File: src/rtl/fifo_wr_arbiter.sv
// Round-robin write-port arbiter in front of sync_fifo.
// N producers compete through valid/ready handshakes. The winner's data is
// registered onto the FIFO write port one cycle after the grant. A credit
// counter reserves a FIFO entry at grant time and releases it on an observed
// read, so the registered write path can never overrun the FIFO.
module fifo_wr_arbiter #(
  parameter int N     = 4,
  parameter int W     = 16,
  parameter int DEPTH = 8,
  localparam int OCC_W = $clog2(DEPTH + 1),
  localparam int PTR_W = (N > 1) ? $clog2(N) : 1
) (
  input  logic             clk,
  input  logic             rstn,          // synchronous, active-high
  input  logic [N-1:0]     req_valid,
  input  logic [N*W-1:0]   req_data,
  output logic [N-1:0]     req_ready,
  output logic             fifo_wr_en,
  output logic [W-1:0]     fifo_din,
  input  logic             fifo_full,
  input  logic             fifo_rd_en,
  input  logic             fifo_empty,
  output logic [OCC_W-1:0] occupancy,
  output logic             overflow_err
);

  logic [PTR_W-1:0] ptr_q, ptr_d;
  logic [OCC_W-1:0] occ_q, occ_d;
  logic             wr_en_q, wr_en_d;
  logic [W-1:0]     din_q, din_d;
  logic             err_q, err_d;

  logic             eligible;
  logic             found;
  logic [PTR_W-1:0] winner;
  logic [PTR_W-1:0] cand;
  logic [N-1:0]     grant;
  logic             transfer;
  logic             rd_ok;
  int               idx;

  // Saturating credit update: +1 on a grant, -1 on a real read, clamped to
  // the range [0, DEPTH].
  function automatic logic [OCC_W-1:0] credit_next(input logic [OCC_W-1:0] occ,
                                                   input logic inc,
                                                   input logic dec);
    logic [OCC_W-1:0] res;
    res = occ;
    if (inc && !dec) begin
      if (occ < OCC_W'(DEPTH)) res = occ + 1'b1;
    end else if (dec && !inc) begin
      if (occ != '0) res = occ - 1'b1;
    end
    return res;
  endfunction

  // Cyclic priority scan starting at the round-robin pointer; grant is
  // suppressed during reset and whenever every FIFO entry is reserved.
  always_comb begin
    eligible = !rstn && (occ_q < OCC_W'(DEPTH));
    found    = 1'b0;
    winner   = '0;
    cand     = '0;
    idx      = 0;
    for (int k = 0; k < N; k++) begin
      idx  = (int'(ptr_q) + k) % N;
      cand = PTR_W'(idx);
      if (!found && req_valid[cand]) begin
        found  = 1'b1;
        winner = cand;
      end
    end
    grant = '0;
    if (eligible && found) grant[winner] = 1'b1;
  end

  // Next-state for pointer, registered write port, credits and error flag.
  always_comb begin
    transfer = |(req_valid & grant);
    rd_ok    = fifo_rd_en & ~fifo_empty;
    ptr_d    = ptr_q;
    din_d    = din_q;
    if (transfer) begin
      ptr_d = PTR_W'((int'(winner) + 1) % N);
      din_d = req_data[int'(winner)*W +: W];
    end
    wr_en_d = transfer;
    occ_d   = credit_next(occ_q, transfer, rd_ok);
    err_d   = err_q | (wr_en_q & fifo_full);
  end

  // ---- stage boundary: grant -> FIFO write port (1 cycle) ----
  // State registers; reset also drops any in-flight write.
  always_ff @(posedge clk) begin
    if (rstn) begin
      ptr_q   <= '0;
      occ_q   <= '0;
      wr_en_q <= 1'b0;
      din_q   <= '0;
      err_q   <= 1'b0;
    end else begin
      ptr_q   <= ptr_d;
      occ_q   <= occ_d;
      wr_en_q <= wr_en_d;
      din_q   <= din_d;
      err_q   <= err_d;
    end
  end

  assign req_ready    = grant;
  assign fifo_wr_en   = wr_en_q;
  assign fifo_din     = din_q;
  assign occupancy    = occ_q;
  assign overflow_err = err_q;

endmodule

File: config.mk
export PLATFORM = sky130hd
export DESIGN_NAME = fifo_wr_arbiter
export DESIGN_NICKNAME = d
export VERILOG_FILES = /design/src/rtl/fifo_wr_arbiter.sv
export SDC_FILE = /design/constraint.sdc
export NUM_CORES = 1
export LEC_CHECK = 0
export CAP_MARGIN = 30
export CORE_MARGIN = 2
export CORE_UTILIZATION = 31
export CTS_CLUSTER_SIZE = 30
export DETAILED_ROUTE_END_ITERATION = 8
export HOLD_SLACK_MARGIN = 0.12
export PLACE_DENSITY = 0.66
export SLEW_MARGIN = 20
export SYNTH_ARGS = -nofsm -noshare
export SYNTH_HDL_FRONTEND = slang
export SYNTH_SLANG_ARGS = --single-unit
export TNS_END_PERCENT = 100
File: constraint.sdc
create_clock -name clk -period 4.7 [get_ports clk]
set_clock_uncertainty 0.05 [all_clocks]
set_input_delay 0.47 -clock clk [delete_from_list [all_inputs] [get_ports clk]]
set_output_delay 0.47 -clock clk [all_outputs]
set_load 0.005 [all_outputs]
==> results.tsv, run 1 <==
stage	metric	value	unit
synthesis	synth unique cells	43	
clock_tree	TritonCTS Buffers	3	
die	FP Rows	28	
pwr	Total Power	0.9644	mW
pwr	Clock Power Share	18.9	%
timing	f_max	0.2983	GHz
route	initial drt markers	177	
route	DR vias/cell	5.265	
clock_tree	hold buffers post-CTS	0	
finish	layout cells sized above 1	5.431	%
route	drt pass-1 iters	4	
synthesis	Seq/Total Area, Yosys	25.96	%
finish	multi-input logic area	0.001177	mm²
worst_setup_path	Req. time, crit path	4800	ps
die	initial core utilization	31.63	%
global_route	grt peak-use layer	met2	
placed_design	number of port buffers	98	
timing	RSZ-0062 raised after global routing	false	
worst_setup_path	critical path's slowest cell	clkdlybuf4s50_1	
pwr	Flop pwr share	30.5	%
synthesis	synth cell count leaders	34 x nand2_1, 32 x a311oi_1, 24 x dfxtp_1, 24 x nor2_1, 20 x a211oi_1	
worst_setup_path	CP peak stage delay	540	ps
global_route	met3 Use GR	1.778	%
global_route	number of global-route vias before repair	1828	
clock_tree	postcts setup bufs	0	
clock_tree	H-tree Lvls	1	
synthesis	dominant synthesized flop cell	dfxtp_1	
finish	synth-to-layout area growth	55.38	%
pwr	Pwr Density	335.4	mW/mm²
timing	Worst-Margin Slew	797.6	ps
clock_tree	Max Root-Sink Buffers	2	
worst_setup_path	Startpoint Class	input pin	
synthesis	area leader, netlist	dfxtp_1	
worst_setup_path	worst-path cell chain	clkdlybuf4s50_1 -> or2_4 -> o31ai_4 -> buf_4 -> inv_1 -> buf_4 -> ha_1 -> inv_1 -> ha_1 -> a21o_1 -> a21o_1 -> a211oi_1 -> nand3_1	
global_route	initial antenna violation count	0	
timing	final count of negative-setup-slack endpoints	0	
finish	count of filler cells inserted in the layout	581	
status	status	finished, final reports clean	
finish	Antenna diodes	0	
min_path	class of the worst hold path	register to register	
worst_setup_path	CP Buf/Inv Count	5	
global_route	grt met2 use	28.44	%
global_route	GRT met1 Usage	25.22	%
clock_tree	Root Driver	clkbuf_8	
worst_setup_path	Setup Crit Path Kind	input pin to register	
timing	Period Utilization, post-route	71.34	%
die	Ports	99	
route	drt total wl	6.040	mm
synthesis	Syn Nets	308	
clock_tree	CTS sink cnt	24	
synthesis	flops & latches, synth	24	
pwr	internal power	0.6212	mW
pwr	P_sw	0.3432	mW
pwr	Logic pwr share	50.7	%
clock_tree	post-cts resize count	0	
global_route	GR Overflow Total	0	
synthesis	Async SR Flop Fraction	0	%
run	# Max-Cap Violations	0	
worst_setup_path	Worst setup EP type	register	
pwr	worst ir drop on vdd	0.1840	mV
die	core area	0.005851	mm²
die	DIE HEIGHT	81.26	µm
clock_tree	CTS tree	done	
route	Routed wire per std cell	15.57	µm
route	# DRC	0	
synthesis	Post-synth EDFFs	0	
timing	Hold Fails Final Rpt	0	
synthesis	most frequent cell after synthesis	nand2_1	
synthesis	Yosys top cell area share	25.96	%
worst_setup_path	crit path DAT	3450	ps
finish	Nets	391	
timing	setup TNS	0	ps
global_route	first-pass GRT wire length	9.087	mm
synthesis	Ys Warns	0	
synthesis	Area contributors post-synth	dfxtp_1 26%, a311oi_1 15%, a211oi_1 8.1%	
global_route	Tot GR Track Use	17.52	%
synthesis	Synth Cell Area	0.001851	mm²
timing	slew margin rel.	46.67	%
pwr	Pleak	1.004	nW
pwr	Switching Share	35.59	%
worst_setup_path	CP delay by family, top	buffers and inverters	
route	via count	2043	
synthesis	Avg Cell Area, Syn	8.011	µm²
placed_design	Post-DP HPWL	4.695	mm
clock_tree	clk slew on worst S/H paths	90	ps
timing	Max Slew Vio Count	0	
timing	minimum clock period	3353	ps
die	Die W	81.26	µm
clock_tree	Clk Latency, worst-skew pair	260	ps
worst_setup_path	Max Fanout on Critical Path	23	
route	Final ANT Viol Nets	0	
finish	total area of sequential cells	480.5	µm²
placed_design	RD Place Congestion	0.8467	
synthesis	Mapped Cells	231	
global_route	largest net degree at the start of global routing	27	
die	area of the die	0.006603	mm²
[flip-flops by register name, indices dropped and copies added, names as in the netlist]
signal	cells
occupancy	4
overflow_err	1
ptr_q	2
fifo_wr_en	1
fifo_din	16
[layout make-up]
type | count | area share [%]
Inverter | 5 | 0.6527
Clock buffer | 3 | 1.436
Tap cell | 75 | 3.264
Clock inverter | 1 | 1.044
Sequential cell | 24 | 16.71
Timing Repair Buffer | 105 | 35.94
Multi-Input combinational cell | 175 | 40.95
[worst reg2reg max path, delay by kind of cell (launching register included)]
kind | cells | cell delay, ps
AO/OA/AOI/OAI | 4 | 700
adder cells (fa/ha/maj) | 2 | 570
buffers and inverters | 4 | 650
flip-flops | 1 | 370
AND/OR/NAND/NOR | 2 | 370
[final timing paths]
path | start | end | slack [ps] | cells after the start
worst min-delay path | overflow_err$_SDFF_PP0_ | overflow_err$_SDFF_PP0_ | 430 | 2
worst min register to register | overflow_err$_SDFF_PP0_ | overflow_err$_SDFF_PP0_ | 430 | 2
worst max-delay path | req_valid[0] | occupancy[3]$_SDFFE_PP0P_ | 1350 | 13
worst max register to register | occupancy[3]$_SDFFE_PP0P_ | occupancy[3]$_SDFFE_PP0P_ | 1860 | 12
[metrics by stage]
step | cells | util, % | cell area, µm² | hold WS, ps | setup slack, ps
global route | 388 | 49.14 | 2875 | 474.1 | 1115
floorplan | 231 | - | 1851 | 410.4 | 1913
CTS | 388 | 49.14 | 2875 | 430.5 | 1342
detailed placement | 384 | 47.93 | 2804 | 406.9 | 1065
finish | 388 | 49.14 | 2875 | 430.6 | 1347
global placement | 384 | 47.93 | 2804 | 399.1 | 1147
[power by group through the flow]
stage                     sequential [mW]  combinational (mW)  clock (mW)
final                               0.294               0.488       0.182
after global routing                0.301               0.540       0.191
after CTS                           0.293               0.492       0.183
after detailed placement            0.298               0.493           0
after global placement              0.297               0.484           0
after floorplan                     0.291               0.296           0
[logic make-up (layout without fill, tap and decap cells)]
logic type               after synthesis  count (layout)  share of synthesized area [%]
AO/OA/AOI/OAI                         90              90                          39.69
AND/OR/NAND/NOR                       77              77                          18.73
buffers and inverters                 32             114                          10.41
flip-flops                            24              24                          25.96
adder cells (fa/ha/maj)                4               4                          3.110
XOR/XNOR                               2               2                         0.9468
multiplexers                           2               2                          1.149
[cells in the final DEF (no fill, tap or decap), types with 2 or more instances in the layout]
| master | netlist | routed |
|---|---|---|
| buf_4 | 4 | 7 |
| clkdlybuf4s50_1 | 0 | 98 |
| nor2_1 | 24 | 24 |
| clkbuf_8 | 0 | 3 |
| a21o_1 | 3 | 3 |
| a311oi_1 | 32 | 32 |
| o211ai_1 | 16 | 16 |
| o21a_1 | 4 | 4 |
| nand2_1 | 34 | 34 |
| dfxtp_1 | 24 | 24 |
| a211oi_1 | 20 | 20 |
| inv_1 | 5 | 5 |
| nand2b_1 | 4 | 4 |
| ha_1 | 3 | 3 |
| xnor2_1 | 2 | 2 |
| a21oi_1 | 6 | 6 |
| nand4_1 | 2 | 2 |
| nor3b_1 | 2 | 2 |
[metal layers]
layer	vias up	wire, µm
met5	-	0
met3	2	372
met4	0	26
met2	62	2897
met1	926	2743
li1	1053	-
No activity file was read; power rests on OpenSTA's default activity.
==> run 2, diff against run 1 <==
- clock period: 4.7 -> 3.18 ns (I/O delays scaled with it)
==> run 2 against run 1 <==
Net effect:
- sequential cell count did not move
- non-clock buffer count is 6 higher
- first-iteration DRC count down 1.1%
- critical path type is now input pin to output port
- critical endpoint is now req_ready[3]
==> results.tsv, run 2 (synthesized netlist as in run 1, its figures left out) <==
stage	metric	value	unit	change
placed_design	number of port buffers	98		unchanged
timing	setup TNS	0	ps	unchanged
die	Ports	99		unchanged
clock_tree	Max Root-Sink Buffers	2		unchanged
timing	Period Utilization, post-route	84.79	%	
die	FP Rows	28		unchanged
die	core area	0.005851	mm²	unchanged
finish	Antenna diodes	0		unchanged
finish	commonest non-fill, non-tap cell in the layout	clkdlybuf4s50_1		
route	Routed wire per std cell	16.01	µm	+2.8%
worst_setup_path	critical path's slowest cell	o21ai_2		
clock_tree	H-tree Lvls	1		unchanged
worst_setup_path	Max Fanout on Critical Path	26		+13%
global_route	initial antenna violation count	0		unchanged
die	Die W	81.26	µm	unchanged
die	DIE HEIGHT	81.26	µm	unchanged
route	# DRC	0		unchanged
global_route	GR Overflow Total	0		unchanged
placed_design	# placed instances	390		+1.6%
status	status	finished, final reports clean		
worst_setup_path	CP Buf/Inv Count	3		-2
worst_setup_path	crit path DAT	2330	ps	-1120 ps
placed_design	post-place instance area	0.002849	mm²	+1.6%
placed_design	Post-DP HPWL	4.880	mm	+3.9%
route	DR vias/cell	5.338		+1.4%
global_route	Tot GR Track Use	18.66	%	+1.1 points
timing	final count of negative-setup-slack endpoints	0		unchanged
worst_setup_path	Startpoint Class	input pin		
min_path	class of the worst hold path	register to register		
route	drt pass-1 iters	4		unchanged
route	initial drt markers	175		-1.1%
timing	final setup margin	483.8	ps	-863.3 ps
clock_tree	hold buffers post-CTS	0		unchanged
global_route	largest net degree at the start of global routing	27		unchanged
timing	minimum clock period	2696	ps	
finish	Finished Layout Cells	394		+1.5%
worst_setup_path	CP delay by family, top	buffers and inverters		
route	via count	2103		+2.9%
clock_tree	clk slew on worst S/H paths	90	ps	about the same
timing	f_max	0.3709	GHz	
finish	count of filler cells inserted in the layout	553		-4.8%
pwr	Pleak	1.034	nW	+3.0%
worst_setup_path	Setup Crit Path Kind	input pin to output port		
timing	slew margin rel.	59.25	%	+13 points
route	drt total wl	6.307	mm	+4.4%
worst_setup_path	worst-path cell chain	clkdlybuf4s50_1 -> buf_4 -> o21ai_2 -> and3_1 -> clkdlybuf4s50_1		
placed_design	RD Place Congestion	0.8421		-0.54%
run	# Max-Cap Violations	0		unchanged
clock_tree	postcts setup bufs	0		unchanged
global_route	met3 Use GR	2.667	%	+0.89 points
clock_tree	post-cts resize count	0		unchanged
clock_tree	TritonCTS Buffers	3		unchanged
finish	layout cells sized above 1	7.210	%	+1.8 points
pwr	Pwr Density	495.9	mW/mm²	+48%
finish	max reg flops	16		unchanged
clock_tree	CTS tree	done		
timing	Hold Fails Final Rpt	0		unchanged
global_route	GRT met1 Usage	26.44	%	+1.2 points
finish	Core Util, Final	49.91	%	+0.77 points
global_route	grt met2 use	29.75	%	+1.3 points
die	initial core utilization	31.63	%	unchanged
worst_setup_path	most used cell, CP	clkdlybuf4s50_1		
clock_tree	Root Driver	clkbuf_8		
finish	most frequent cells in the layout	98 x clkdlybuf4s50_1, 34 x nand2_1, 32 x a311oi_1		
pwr	Total Power	1.448	mW	+50%
global_route	first-pass GRT wire length	9.604	mm	+5.7%
timing	Worst-Margin Slew	610.6	ps	-187.0 ps
finish	synth-to-layout area growth	57.81	%	
timing	Max Slew Vio Count	0		unchanged
worst_setup_path	CP peak stage delay	540	ps	about the same
pwr	worst ir drop on vdd	0.3476	mV	+89%
timing	Worst Hold Slack	449.8	ps	+19.13 ps
global_route	grt peak-use layer	met2		
global_route	number of global-route vias before repair	1950		+6.7%
die	area of the die	0.006603	mm²	unchanged
route	Final ANT Viol Nets	0		unchanged
finish	design area	0.002920	mm²	+1.6%
finish	Nets	397		+1.5%
clock_tree	Clk Latency, worst-skew pair	260	ps	about the same
timing	RSZ-0062 raised after global routing	false		
placed_design	dpl ws	351.8	ps	-713.6 ps
worst_setup_path	Req. time, crit path	2810	ps	-1990 ps
clock_tree	CTS sink cnt	24		unchanged
worst_setup_path	Worst setup EP type	output port		
[run 2: cell type report]
class | instances | area (µm²) | share of cell area, %
clock buffers | 3 | 41.29 | 1.414
clock inverters | 1 | 30.03 | 1.028
inverters | 5 | 18.77 | 0.6427
multi-input cells | 175 | 1177 | 40.32
flip-flops and latches | 24 | 480.5 | 16.45
well taps | 75 | 93.84 | 3.213
repair buffers | 111 | 1079 | 36.93
[run 2: worst paths after layout]
path	from	endpoint	slack (ps)	cells after the start
setup / recovery	req_valid[2]	req_ready[3]	480	5
hold / removal	fifo_din[15]$_SDFFE_PP0P_	fifo_din[15]$_SDFFE_PP0P_	450	2
setup reg to reg	occupancy[3]$_SDFFE_PP0P_	occupancy[3]$_SDFFE_PP0P_	780	10
hold reg to reg	fifo_din[15]$_SDFFE_PP0P_	fifo_din[15]$_SDFFE_PP0P_	450	2
[run 2: worst reg2reg max path, stage by stage, from the launching register on]
cell	delay (ps)
dfxtp_1	370
nor2_1	310
o31ai_4	120
inv_1	90
ha_1	230
inv_1	130
ha_1	290
a21o_1	210
a21o_1	200
a211oi_1	190
nand3_1	90
[run 2: metal layers]
metal  up-vias  share of wire (%)
met1       951                 45
met2        76                 48
li1       1068                  -
met3         8                6.4
met5         -                  0
met4         0                1.4
[run 2: power breakdown]
part	switching [mW]	total [mW]	internal, mW
Sequential	0.0626	0.430	0.368
Clock	0.100	0.268	0.168
Combinational	0.357	0.750	0.393
==> run 3, diff against run 2 <==
- clock period: 3.18 -> 2.8 ns (I/O delays scaled with it)
==> run 3 against run 2 <==
Net effect:
- routed wire length fell by 0.11%
- sequential share of layout area fell by 0.17 points
- non-clock buffer count rose by 4
- via count rose by 1.7%
- hold slack got worse by 28 ps
- critical endpoint unchanged
- highest routed layer unchanged
==> results.tsv, run 3 (synthesized netlist as in run 1, its figures left out) <==
stage	metric	value	unit	change
worst_setup_path	Startpoint Class	input pin		
timing	setup TNS	0	ps	unchanged
finish	Antenna diodes	0		unchanged
finish	layout cells sized above 1	8.359	%	+1.1 points
status	status	finished, final reports clean		
global_route	first-pass GRT wire length	9.742	mm	+1.4%
die	initial core utilization	31.63	%	unchanged
pwr	worst ir drop on vdd	0.4061	mV	+17%
worst_setup_path	CP peak stage delay	500	ps	-40 ps
pwr	Flop pwr share	29.0	%	-0.7 points
route	# DRC	0		unchanged
global_route	GR Overflow Total	0		unchanged
finish	max reg flops	16		unchanged
pwr	Switching Share	35.69	%	-0.16 points
worst_setup_path	Max Fanout on Critical Path	17		-35%
clock_tree	Clk Latency, worst-skew pair	270	ps	about the same
die	Ports	99		unchanged
die	area of the die	0.006603	mm²	unchanged
timing	final count of negative-setup-slack endpoints	0		unchanged
clock_tree	Root Driver	clkbuf_8		
timing	Worst-Margin Slew	604.4	ps	-6.157 ps
timing	f_max	0.3899	GHz	
worst_setup_path	CP Buf/Inv Count	3		unchanged
die	FP Rows	28		unchanged
global_route	number of global-route vias before repair	1971		+1.1%
pwr	internal power	1.072	mW	+15%
die	Die W	81.26	µm	unchanged
min_path	class of the worst hold path	register to register		
timing	Hold Fails Final Rpt	0		unchanged
finish	Nets	401		+1.0%
route	initial drt markers	103		-41%
placed_design	# placed instances	394		+1.0%
worst_setup_path	most used cell, CP	clkdlybuf4s50_1		
clock_tree	CTS tree	done		
pwr	P_sw	0.5948	mW	+15%
global_route	largest net degree at the start of global routing	26		-3.7%
worst_setup_path	Req. time, crit path	2470	ps	-340 ps
clock_tree	clk slew on worst S/H paths	90	ps	about the same
clock_tree	CTS sink cnt	24		unchanged
worst_setup_path	worst-path cell chain	clkdlybuf4s50_1 -> buf_4 -> nor2b_1 -> o21ai_2 -> and3_1 -> clkdlybuf4s50_1		
worst_setup_path	Critical Path Stages	6		+1
placed_design	Post-DP HPWL	4.875	mm	about the same
timing	RSZ-0062 raised after global routing	false		
timing	minimum clock period	2565	ps	
worst_setup_path	Setup Crit Path Kind	input pin to output port		
route	drt total wl	6.300	mm	-0.11%
global_route	Tot GR Track Use	19.09	%	+0.43 points
route	drt pass-1 iters	4		unchanged
die	core area	0.005851	mm²	unchanged
worst_setup_path	critical path's slowest cell	clkdlybuf4s50_1		
placed_design	RD Place Congestion	0.8798		+4.5%
worst_setup_path	Worst setup EP type	output port		
finish	Finished Layout Cells	398		+1.0%
pwr	Logic pwr share	52.1	%	+0.3 points
finish	commonest non-fill, non-tap cell in the layout	clkdlybuf4s50_1		
run	# Max-Cap Violations	0		unchanged
pwr	Pwr Density	564.8	mW/mm²	+14%
worst_setup_path	crit path DAT	2230	ps	-100 ps
finish	Core Util, Final	50.43	%	+0.51 points
worst_setup_path	cells on worst reg2reg path	10		unchanged
placed_design	post-place instance area	0.002879	mm²	+1.1%
timing	Period Utilization, post-route	91.59	%	
route	Final ANT Viol Nets	0		unchanged
worst_setup_path	CP delay by family, top	buffers and inverters		
die	DIE HEIGHT	81.26	µm	unchanged
route	Routed wire per std cell	15.83	µm	-1.1%
clock_tree	H-tree Lvls	1		unchanged
finish	synth-to-layout area growth	59.43	%	
timing	Max Slew Vio Count	0		unchanged
pwr	Clock Power Share	18.9	%	+0.4 points
finish	design area	0.002950	mm²	+1.0%
clock_tree	post-cts resize count	0		unchanged
min_path	hold path cells	2		unchanged
clock_tree	TritonCTS Buffers	3		unchanged
timing	slew margin rel.	59.70	%	+0.45 points
route	via count	2139		+1.7%
clock_tree	hold buffers post-CTS	0		unchanged
route	DR vias/cell	5.374		+0.69%
timing	Worst Hold Slack	421.7	ps	-28.02 ps
clock_tree	postcts setup bufs	0		unchanged
placed_design	number of port buffers	98		unchanged
pwr	Pleak	1.054	nW	+1.9%
finish	most frequent cells in the layout	98 x clkdlybuf4s50_1, 34 x nand2_1, 32 x a311oi_1		
global_route	initial antenna violation count	0		unchanged
clock_tree	Max Root-Sink Buffers	2		unchanged
-- run 3: cell count changes in the layout (fill, tap and decap cells not counted) --
cell	previous run	this run
buf_4	13	17
-- run 3: power by group through the flow --
stage | clock network [mW] | logic [mW] | registers, mW
6_report | 0.314 | 0.869 | 0.483
2_1_floorplan | 0 | 0.498 | 0.489
4_1_cts | 0.318 | 0.872 | 0.483
3_3_place_gp | 0 | 0.852 | 0.490
3_5_place_dp | 0 | 0.869 | 0.491
5_1_grt | 0.334 | 0.963 | 0.494
-- run 3: per-stage QoR --
stage	power (mW)	setup slack [ps]
floorplan	0.9863	203.0
CTS	1.673	239.4
detailed placement	1.361	26.94
global route	1.791	115.5
global placement	1.343	64.95
finish	1.666	235.4
-- run 3: layer usage --
metal  wire (µm)  vias to the layer above  GRT usage (%)
li1            -                     1073              -
met1        2846                      980          26.63
met2        3004                       79          30.74
met3         373                        7          2.222
met4          76                        0          5.593
met5           0                        -              0
-- run 3: worst reg2reg max path, stage by stage, from the launching register on --
cell	delay, ps
dfxtp_1	380
nor2_1	320
o31ai_4	120
inv_1	90
ha_1	230
inv_1	130
ha_1	290
a21o_1	200
a21o_1	190
a211oi_1	190
nand3_1	90
-- run 3: area by class of cell --
type,count,area (µm²)
Clock inverter,1,30.03
Fill cell,574,2900
Timing Repair Buffer,115,1109
Tap cell,75,93.84
Multi-Input combinational cell,175,1177
Clock buffer,3,41.29
Inverter,5,18.77
Sequential cell,24,480.5
-- run 3: path summary, 6_finish.rpt --
check	end	startpoint	slack [ps]
setup / recovery	req_ready[3]	req_valid[0]	240
hold / removal	overflow_err$_SDFF_PP0_	overflow_err$_SDFF_PP0_	420
setup reg to reg	occupancy[3]$_SDFFE_PP0P_	occupancy[3]$_SDFFE_PP0P_	420
hold reg to reg	overflow_err$_SDFF_PP0_	overflow_err$_SDFF_PP0_	420
